[config.mk]
export PLATFORM = sky130hd
export DESIGN_NAME = instruction_fetch_unit
export DESIGN_NICKNAME = d
export VERILOG_FILES = /design/src/rtl/instruction_fetch_unit_pkg.sv /design/src/rtl/instruction_fetch_unit_fetch_queue.sv /design/src/rtl/instruction_fetch_unit.sv
export VERILOG_INCLUDE_DIRS = /design/src /design/src/rtl
export SDC_FILE = /design/constraint.sdc
export NUM_CORES = 1
export LEC_CHECK = 0
export ABC_AREA = 1
export CAP_MARGIN = 20
export CORE_MARGIN = 5
export CORE_UTILIZATION = 30
export DETAILED_ROUTE_END_ITERATION = 8
export GPL_TIMING_DRIVEN = 0
export PLACE_DENSITY = 0.5
export SYNTH_ARGS = -nofsm -noshare
export SYNTH_HDL_FRONTEND = slang
export SYNTH_SLANG_ARGS = --single-unit
[constraint.sdc]
create_clock -name clk -period 7 [get_ports clk]
set_input_delay 1.4 -clock clk [delete_from_list [all_inputs] [get_ports clk]]
set_output_delay 1.4 -clock clk [all_outputs]
set_load 0.005 [all_outputs]
[src/rtl/configs.v]
`ifndef CONFIGS_V
`define CONFIGS_V

// Shared datapath widths for the core.
`define WORD_LEN          32
`define ADDRESS_LEN       32

// Default depth of the fetch-to-decode queue.
`define FETCH_QUEUE_DEPTH 2

`endif

[src/rtl/instruction_fetch_unit_pkg.sv]
// Purpose: shared types and constants for the instruction fetch unit.
// Latency: n/a (declarations only).
// Backpressure: n/a.
`include "configs.v"

package instruction_fetch_unit_pkg;

    localparam int ADDR_W              = `ADDRESS_LEN;
    localparam int WORD_W              = `WORD_LEN;
    localparam int DEFAULT_QUEUE_DEPTH = `FETCH_QUEUE_DEPTH;

    localparam logic [ADDR_W-1:0] PC_STEP = ADDR_W'(4);

    // One fetched instruction together with its sequential successor address.
    typedef struct packed {
        logic [WORD_W-1:0] instruction;
        logic [ADDR_W-1:0] pc_plus4;
    } fetch_entry_t;

    // Force an address onto a word boundary.
    function automatic logic [ADDR_W-1:0] align_word(input logic [ADDR_W-1:0] addr);
        return addr & ~ADDR_W'(3);
    endfunction

endpackage

[src/rtl/instruction_fetch_unit_fetch_queue.sv]
// Purpose: in-order FIFO of fetched entries between the PC stage and decode.
// Latency: an entry pushed on edge N is visible at head_data after edge N.
// Backpressure: caller must only push when not full (or popping); flush wins over push/pop.
//
// Ports: clk, rst (async, active-high); push/push_data write at the tail;
// pop retires the head; flush empties the queue; head_data is zero when empty;
// count is the number of valid entries.
`include "configs.v"

module fetch_queue
    import instruction_fetch_unit_pkg::*;
#(
    parameter int DEPTH = DEFAULT_QUEUE_DEPTH
) (
    input  logic                     clk,
    input  logic                     rst,
    input  logic                     push,
    input  logic                     pop,
    input  logic                     flush,
    input  fetch_entry_t             push_data,
    output fetch_entry_t             head_data,
    output logic [$clog2(DEPTH):0]   count
);

    localparam int PW = $clog2(DEPTH);

    fetch_entry_t    mem [DEPTH];
    logic [PW-1:0]   wr_ptr;
    logic [PW-1:0]   rd_ptr;

    // Storage carries no reset; validity is tracked solely by count.
    always_ff @(posedge clk) begin
        if (push && !flush) begin
            mem[wr_ptr] <= push_data;
        end
    end

    // DEPTH is a power of two, so pointer overflow is the modulo wrap.
    always_ff @(posedge clk or posedge rst) begin
        if (rst) begin
            wr_ptr <= '0;
            rd_ptr <= '0;
            count  <= '0;
        end else if (flush) begin
            wr_ptr <= '0;
            rd_ptr <= '0;
            count  <= '0;
        end else begin
            if (push) begin
                wr_ptr <= wr_ptr + 1'b1;
            end
            if (pop) begin
                rd_ptr <= rd_ptr + 1'b1;
            end
            case ({push, pop})
                2'b10:   count <= count + 1'b1;
                2'b01:   count <= count - 1'b1;
                default: count <= count;
            endcase
        end
    end

    assign head_data = (count != '0) ? mem[rd_ptr] : '0;

endmodule

[src/rtl/instruction_fetch_unit.sv]
// Purpose: PC register plus fetch queue feeding decode; branches redirect and flush.
// Latency: word at imem_address appears on out_* one cycle after it is fetched into an empty queue.
// Backpressure: out_valid/out_ready handshake; fetch stalls (PC holds) while the queue is full and not draining.
//
// Ports: clk, rst (async, active-high); branch_taken/branch_address redirect from execute;
// imem_address/imem_instruction form a combinational memory read; out_valid/out_ready/
// out_instruction/out_pc_plus4 present the oldest fetched entry to decode.
`include "configs.v"

module instruction_fetch_unit
    import instruction_fetch_unit_pkg::*;
#(
    parameter int                QUEUE_DEPTH = DEFAULT_QUEUE_DEPTH,
    parameter logic [ADDR_W-1:0] RESET_PC    = '0
) (
    input  logic                      clk,
    input  logic                      rst,
    input  logic                      branch_taken,
    input  logic [`ADDRESS_LEN-1:0]   branch_address,
    output logic [`ADDRESS_LEN-1:0]   imem_address,
    input  logic [`WORD_LEN-1:0]      imem_instruction,
    output logic                      out_valid,
    input  logic                      out_ready,
    output logic [`WORD_LEN-1:0]      out_instruction,
    output logic [`ADDRESS_LEN-1:0]   out_pc_plus4
);

    localparam int CW = $clog2(QUEUE_DEPTH) + 1;

    logic [ADDR_W-1:0] pc;
    logic [CW-1:0]     count;
    logic              push;
    logic              pop;
    fetch_entry_t      new_entry;
    fetch_entry_t      head;

    assign imem_address = pc;
    assign out_valid    = (count != '0);

    // A redirect discards everything, so neither pop nor push happens that cycle.
    assign pop  = out_valid && out_ready && !branch_taken;
    assign push = !branch_taken && ((count < CW'(QUEUE_DEPTH)) || pop);

    assign new_entry.instruction = imem_instruction;
    assign new_entry.pc_plus4    = pc + PC_STEP;

    always_ff @(posedge clk or posedge rst) begin
        if (rst) begin
            pc <= RESET_PC;
        end else if (branch_taken) begin
            pc <= align_word(branch_address);
        end else if (push) begin
            pc <= pc + PC_STEP;
        end
    end

    fetch_queue #(
        .DEPTH (QUEUE_DEPTH)
    ) u_fetch_queue (
        .clk       (clk),
        .rst       (rst),
        .push      (push),
        .pop       (pop),
        .flush     (branch_taken),
        .push_data (new_entry),
        .head_data (head),
        .count     (count)
    );

    assign out_instruction = head.instruction;
    assign out_pc_plus4    = head.pc_plus4;

endmodule

==> results.json <==
{
  "postCtsHoldBufs": 0,
  "route.vias.total": 5328,
  "ctsHtreeMaxLevel": 4,
  "hold_viol_final": 0,
  "top_layer_used": "met4",
  "ys_ff_latch": 158,
  "setup_viol_count_final": 0,
  "reg2reg_to": "u_fetch_queue.mem[1][63]",
  "wire_per_inst_um": 16.8,
  "die_w_um": 163,
  "worstSkewPairLatency_ps": 420,
  "tightest_slew_ps": 950,
  "r2r_slack_ps": 5030,
  "layout.nets": 933,
  "clock_skew_ps": 9.59,
  "initial_core_util_pct": 30.7,
  "slowest_stage": "nor2_1",
  "power_density_nw_per_um2": 263,
  "drt-pass1-iter-count": 4,
  "outcome": "finished, final reports clean",
  "grt_pass1_vias": 5371,
  "min_path_type": "flop to flop",
  "ir_worst_vdd_mv": 0.117,
  "cts_setup_buffers": 0,
  "clock-sinks": 158,
  "dpl.hpwl_um": 14500,
  "syn_area_per_cell_um2": 10.3,
  "syn-cell-area_um2": 6990,
  "wl_met3_um": 925,
  "grt_util_all_layers_pct": 15.2,
  "worstSetupStartpointType": "flop",
  "min_period_ps": 4080,
  "slew_headroom_pct": 36.4,
  "worstHoldStart": "imem_address[31]",
  "met1_length_um": 9020,
  "yosysUniqueCellTypes": 30,
  "worstPathRequired_ps": 5600,
  "period_share_pct": 58.3,
  "synth-edff-count": 124,
  "dr_wl_met2_um": 9870,
  "drv_cap": 0,
  "max_freq_mhz": 245,
  "path_cells": "nor2_1 > clkbuf_1 > a21oi_1 > clkdlybuf4s50_1",
  "path_buf_inv": 2,
  "end_kind": "output port",
  "grt_max_degree": 45,
  "startpoint": "u_fetch_queue.count[1]",
  "synthCells": 681,
  "cpPeakStageDelay_ps": 740,
  "clk_pin_slew_ps": 60,
  "ys.flop_type": "edfxtp_1",
  "critPathKind": "flop to output port",
  "place_congestion": 0.845,
  "grt_pass1_wl_um": 30500,
  "wirelength_um": 20000,
  "drive_above_1_share_pct": 7.41,
  "fp.dieArea_um2": 26400,
  "hold_depth": 2,
  "ios": 165,
  "grt_antenna_before_repair": 0,
  "drtIter0Drc": 271,
  "cts_root_buf": "clkbuf_16",
  "syn_to_final_growth_pct": 38.5,
  "antennaDiodeCount": 0,
  "synth_largest_area_cell": "edfxtp_1",
  "min_to": "imem_address[31]",
  "worst_r2r_startpoint": "u_fetch_queue.count[1]",
  "finalNonFillerCells": 1190,
  "detail-route-antenna-nets": 0,
  "synthArstFlopShare_pct": 21.5,
  "rr_worst_depth": 5,
  "cts_tree": "done",
  "coreArea_um2": 22800,
  "p_leak_nw": 3.63,
  "cts_repair_resize_count": 0,
  "maxSlewViolCount": 0,
  "ys_top_cells_by_area": "edfxtp_1 53%, nand2_1 13%, dfrtp_1 12%",
  "cts_buffer_depth": 2,
  "ys.warnings.count": 0,
  "yosysSeqAreaShare_pct": 65.5,
  "die_h_um": 163,
  "drc": 0,
  "gr-total-overflow": 0,
  "rows": 55,
  "critical_path.top_delay_family": "buffers and inverters",
  "via_per_inst": 4.48,
  "port_buffers": 158,
  "cts_inserted_buffers": 17,
  "fillers": 2240,
  "placedCellCount": 1158,
  "critPathMaxFanout": 10,
  "synth_top_area_share_pct": 53.3,
  "power.total_mw": 2.54,
  "worst-endpoint-arrival_ps": 2680,
  "rsz0062_at_grt": "no"
}
per-stage QoR:
step	setup slack, ps	cell area (µm²)	util [%]	setup TNS (ps)	hold slack (ps)
CTS	2820	9680	42.5	0	566
global route	2610	9680	42.5	0	605
floorplan	2290	7000	-	0	516
detailed placement	3270	9060	39.8	0	549
finish	2920	9680	42.5	0	561
global placement	-373	8970	39.4	-22560	545
cells by family after synthesis:
logic type               Yosys count  synth area share (%)
flip-flops                       158                  65.5
buffers and inverters             66                  3.83
other                              1                0.0537
AO/OA/AOI/OAI                    104                  8.54
adder cells (fa/ha/maj)            1                 0.179
XOR/XNOR                          15                  2.31
AND/OR/NAND/NOR                  336                  19.6
cells in the final DEF (no fill, tap or decap), types with 17 or more instances in the layout:
cell / n
inv_1: 32
edfxtp_1: 124
clkdlybuf4s50_1: 158
a22oi_1: 28
nor2_1: 43
clkbuf_16: 17
nand3_1: 17
a21oi_1: 64
clkbuf_1: 25
dfrtp_1: 34
nand2_1: 250
metal layers:
| metal | up-vias | track usage (%) |
|---|---|---|
| met5 | - | 0 |
| met4 | 0 | 3.62 |
| met3 | 17 | 3.70 |
| met2 | 131 | 26.1 |
| met1 | 2523 | 19.6 |
| li1 | 2657 | - |
sequential cells by signal, indices dropped and copies added, names as in the netlist:
signal                cells
u_fetch_queue.rd_ptr      1
u_fetch_queue.wr_ptr      1
imem_address             30
u_fetch_queue.count       2
u_fetch_queue.mem       124
how the worst max path moves through the flow:
| stage | endpoint | slack, ps | depth (start not counted) |
|---|---|---|---|
| after detailed placement | u_fetch_queue.mem[1][37] | 3270 | 6 |
| after CTS | out_pc_plus4[9] | 2820 | 4 |
| after global placement | u_fetch_queue.mem[1][37] | -370 | 4 |
| final | out_pc_plus4[31] | 2920 | 4 |
| after floorplan | u_fetch_queue.mem[1][10] | 2290 | 3 |
| after global routing | out_pc_plus4[16] | 2610 | 6 |
worst reg2reg max path: stages (launching register included):
cell	delay (ps)
dfrtp_1	410
inv_1	80
o21ai_2	140
nor2_4	560
buf_16	240
buf_12	220
cell type report:
cell class / instances / area [µm²] / share of cell area, %
clock inverters: 12 / 185 / 1.91
well taps: 313 / 392 / 4.05
inverters: 36 / 138 / 1.42
plain buffers: 30 / 133 / 1.37
multi-input cells: 460 / 2160 / 22.4
flip-flops and latches: 158 / 4570 / 47.3
repair buffers: 161 / 1660 / 17.1
clock buffers: 20 / 437 / 4.51
power by group:
part | total (mW) | switching, mW | internal [mW]
clock | 0.974 | 0.374 | 0.601
combinational | 0.417 | 0.214 | 0.203
sequential | 1.15 | 0.0505 | 1.10
total | 2.54 | 0.638 | 1.91
synthesized netlist by cell type (2+ instances only):
cell type  instances
a21oi_1           64
buf_4              4
clkbuf_1          22
xnor2_1            4
inv_1             34
nand2_2            3
nor2_4             4
nand3b_1           3
o21ai_0            8
nand3_1           17
edfxtp_1         124
nor2_1            44
nor2_2             7
buf_2              4
inv_2              2
nand2_1          250
xor2_1             7
nor3_1             2
dfrtp_1           34
xor2_2             4
a22oi_1           28
and2_1             4
(Power assumes the default switching activity.)
==> variant, RTL diff (same flow settings) <==
Reset style: synchronous (`rst`), changed in 2 clocked blocks. Comments in the files are not updated.
--- a/src/rtl/instruction_fetch_unit_fetch_queue.sv
+++ b/src/rtl/instruction_fetch_unit_fetch_queue.sv
@@ -38,3 +38,3 @@
     // DEPTH is a power of two, so pointer overflow is the modulo wrap.
-    always_ff @(posedge clk or posedge rst) begin
+    always_ff @(posedge clk) begin
         if (rst) begin
--- a/src/rtl/instruction_fetch_unit.sv
+++ b/src/rtl/instruction_fetch_unit.sv
@@ -46,3 +46,3 @@
 
-    always_ff @(posedge clk or posedge rst) begin
+    always_ff @(posedge clk) begin
         if (rst) begin
Function: differs if rst is asserted again (counterexample within 4 cycles, from zero or initial values and one cycle with rst high); with rst held inactive, the same outputs for 4 cycles.
==> variant against the original RTL <==
- worst setup slack improved by 0.074 ns
- total power decreased by 12%
- count of clock-buffer cells in the layout unchanged
- area after synthesis increased by 0.50%
- global-route usage decreased by 0.13 points
- via count increased by 3.1%
- die area increased by 0.47%
- sequential cell count increased by 1
- synthesized cell count increased by 9.5%
- cell area decreased by 0.28%
- utilization decreased by 1.0 points
- routed wire length decreased by 0.87%
==> variant: results (changes against the original RTL) <==
- Leakage: 3.45 nW (was 3.63 nW)
- Post-synth top cells: nand2_1, edfxtp_1, a21oi_1 (unchanged)
- Crit path arrival time: 2.60 ns (was 2.68 ns)
- Slew at the pin with the worst max-slew slack: 0.853 ns (was 0.950 ns)
- WL met1: 9.11 mm (was 9.02 mm)
- Met2 routed WL: 9.42 mm (was 9.87 mm)
- First-pass GRT wire length: 30.6 mm (was 30.5 mm)
- Layout cell share with drive strength beyond 1: 6.38% (was 7.41%)
- Vias in the first global route: 5474 (was 5371)
- Worst IR drop on VDD: 0.151 mV (was 0.117 mV)
- Met3 Use GR: 3.26% (was 3.70%)
- Layout net count: 997 (was 933)
- Outcome: finished, final reports clean (unchanged)
- Met3 wire len: 1.07 mm (was 925 um)
- Slowest stage cell, crit path: clkdlybuf4s50_1 (was nor2_1)
- GRT met2 Usage: 24.5% (was 26.1%)
- Detail Placement HPWL: 14.4 mm (was 14.5 mm)
- Distinct cells, synth: 28 (was 30)
- Asr flop ratio synth: 0% (was 21.5%)
- WL final: 19.8 mm (was 20.0 mm)
- Synth area leaders: edfxtp_1, nand2_1, dfxtp_1 (was edfxtp_1, nand2_1, dfrtp_1)
- GP Congestion: 0.815 (was 0.845)
- GRT Util Overall: 15.1% (was 15.2%)
- Largest net degree at the start of global routing: 63 (was 45)
- Number of vias per cell: 4.36 (was 4.48)
- Final Instance Count excl. Fillers: 1259 (was 1190)
- Setup Skew: 0.00823 ns (was 0.00959 ns)
[variant: final timing paths]
check	startpoint	endpoint	slack [ns]	depth (start not counted)
max reg2reg	u_fetch_queue.count[1]	u_fetch_queue.mem[0][50]	4.58	6
max	register	out_pc_plus4[20]	3.00	6
min reg2reg	u_fetch_queue.wr_ptr	u_fetch_queue.wr_ptr	0.46	2
min	u_fetch_queue.wr_ptr	u_fetch_queue.wr_ptr	0.46	2
[variant: power by group]
part           switching [mW]  internal (mW)
registers              0.0244           1.07
logic                   0.109          0.108
clock network           0.373          0.564
[variant: layout make-up]
| cell class | count | area (um2) |
|---|---|---|
| buffer | 35 | 160 |
| clock buffer | 20 | 437 |
| clock inverter | 12 | 160 |
| fill | 2359 | 13600 |
| inverter | 55 | 209 |
| multi-input combinational | 500 | 2250 |
| sequential | 159 | 4420 |
| tap | 319 | 399 |
| timing repair buffer | 159 | 1610 |
[variant: worst max-delay path: cells and delay by family (launching register included)]
kind | cells | cell delay (ns)
flip-flops | 1 | 0.30
buffers and inverters | 4 | 1.56
AND/OR/NAND/NOR | 1 | 0.09
AO/OA/AOI/OAI | 1 | 0.24
[variant: through the flow]
step	utilization, %	total power, mW	setup WS, ns
3_3_place_gp	38.7	1.33	-0.263
4_1_cts	41.5	2.28	2.89
2_1_floorplan	-	1.20	2.09
3_5_place_dp	38.9	1.33	3.35
5_1_grt	41.5	2.35	2.76
6_report	41.5	2.25	3.00
[variant: cell families (layout without fill, tap and decap cells)]
family          count (synthesis)  after routing  synth area share (%)
fa+ha+maj                       2              2                 0.356
compound gates                126            126                  9.35
buf+inv                        90            281                  5.22
xor+xnor                       14             14                  1.75
flops                         159            159                  63.0
simple gates                  354            354                  20.3
other cells                     1              4                0.0534
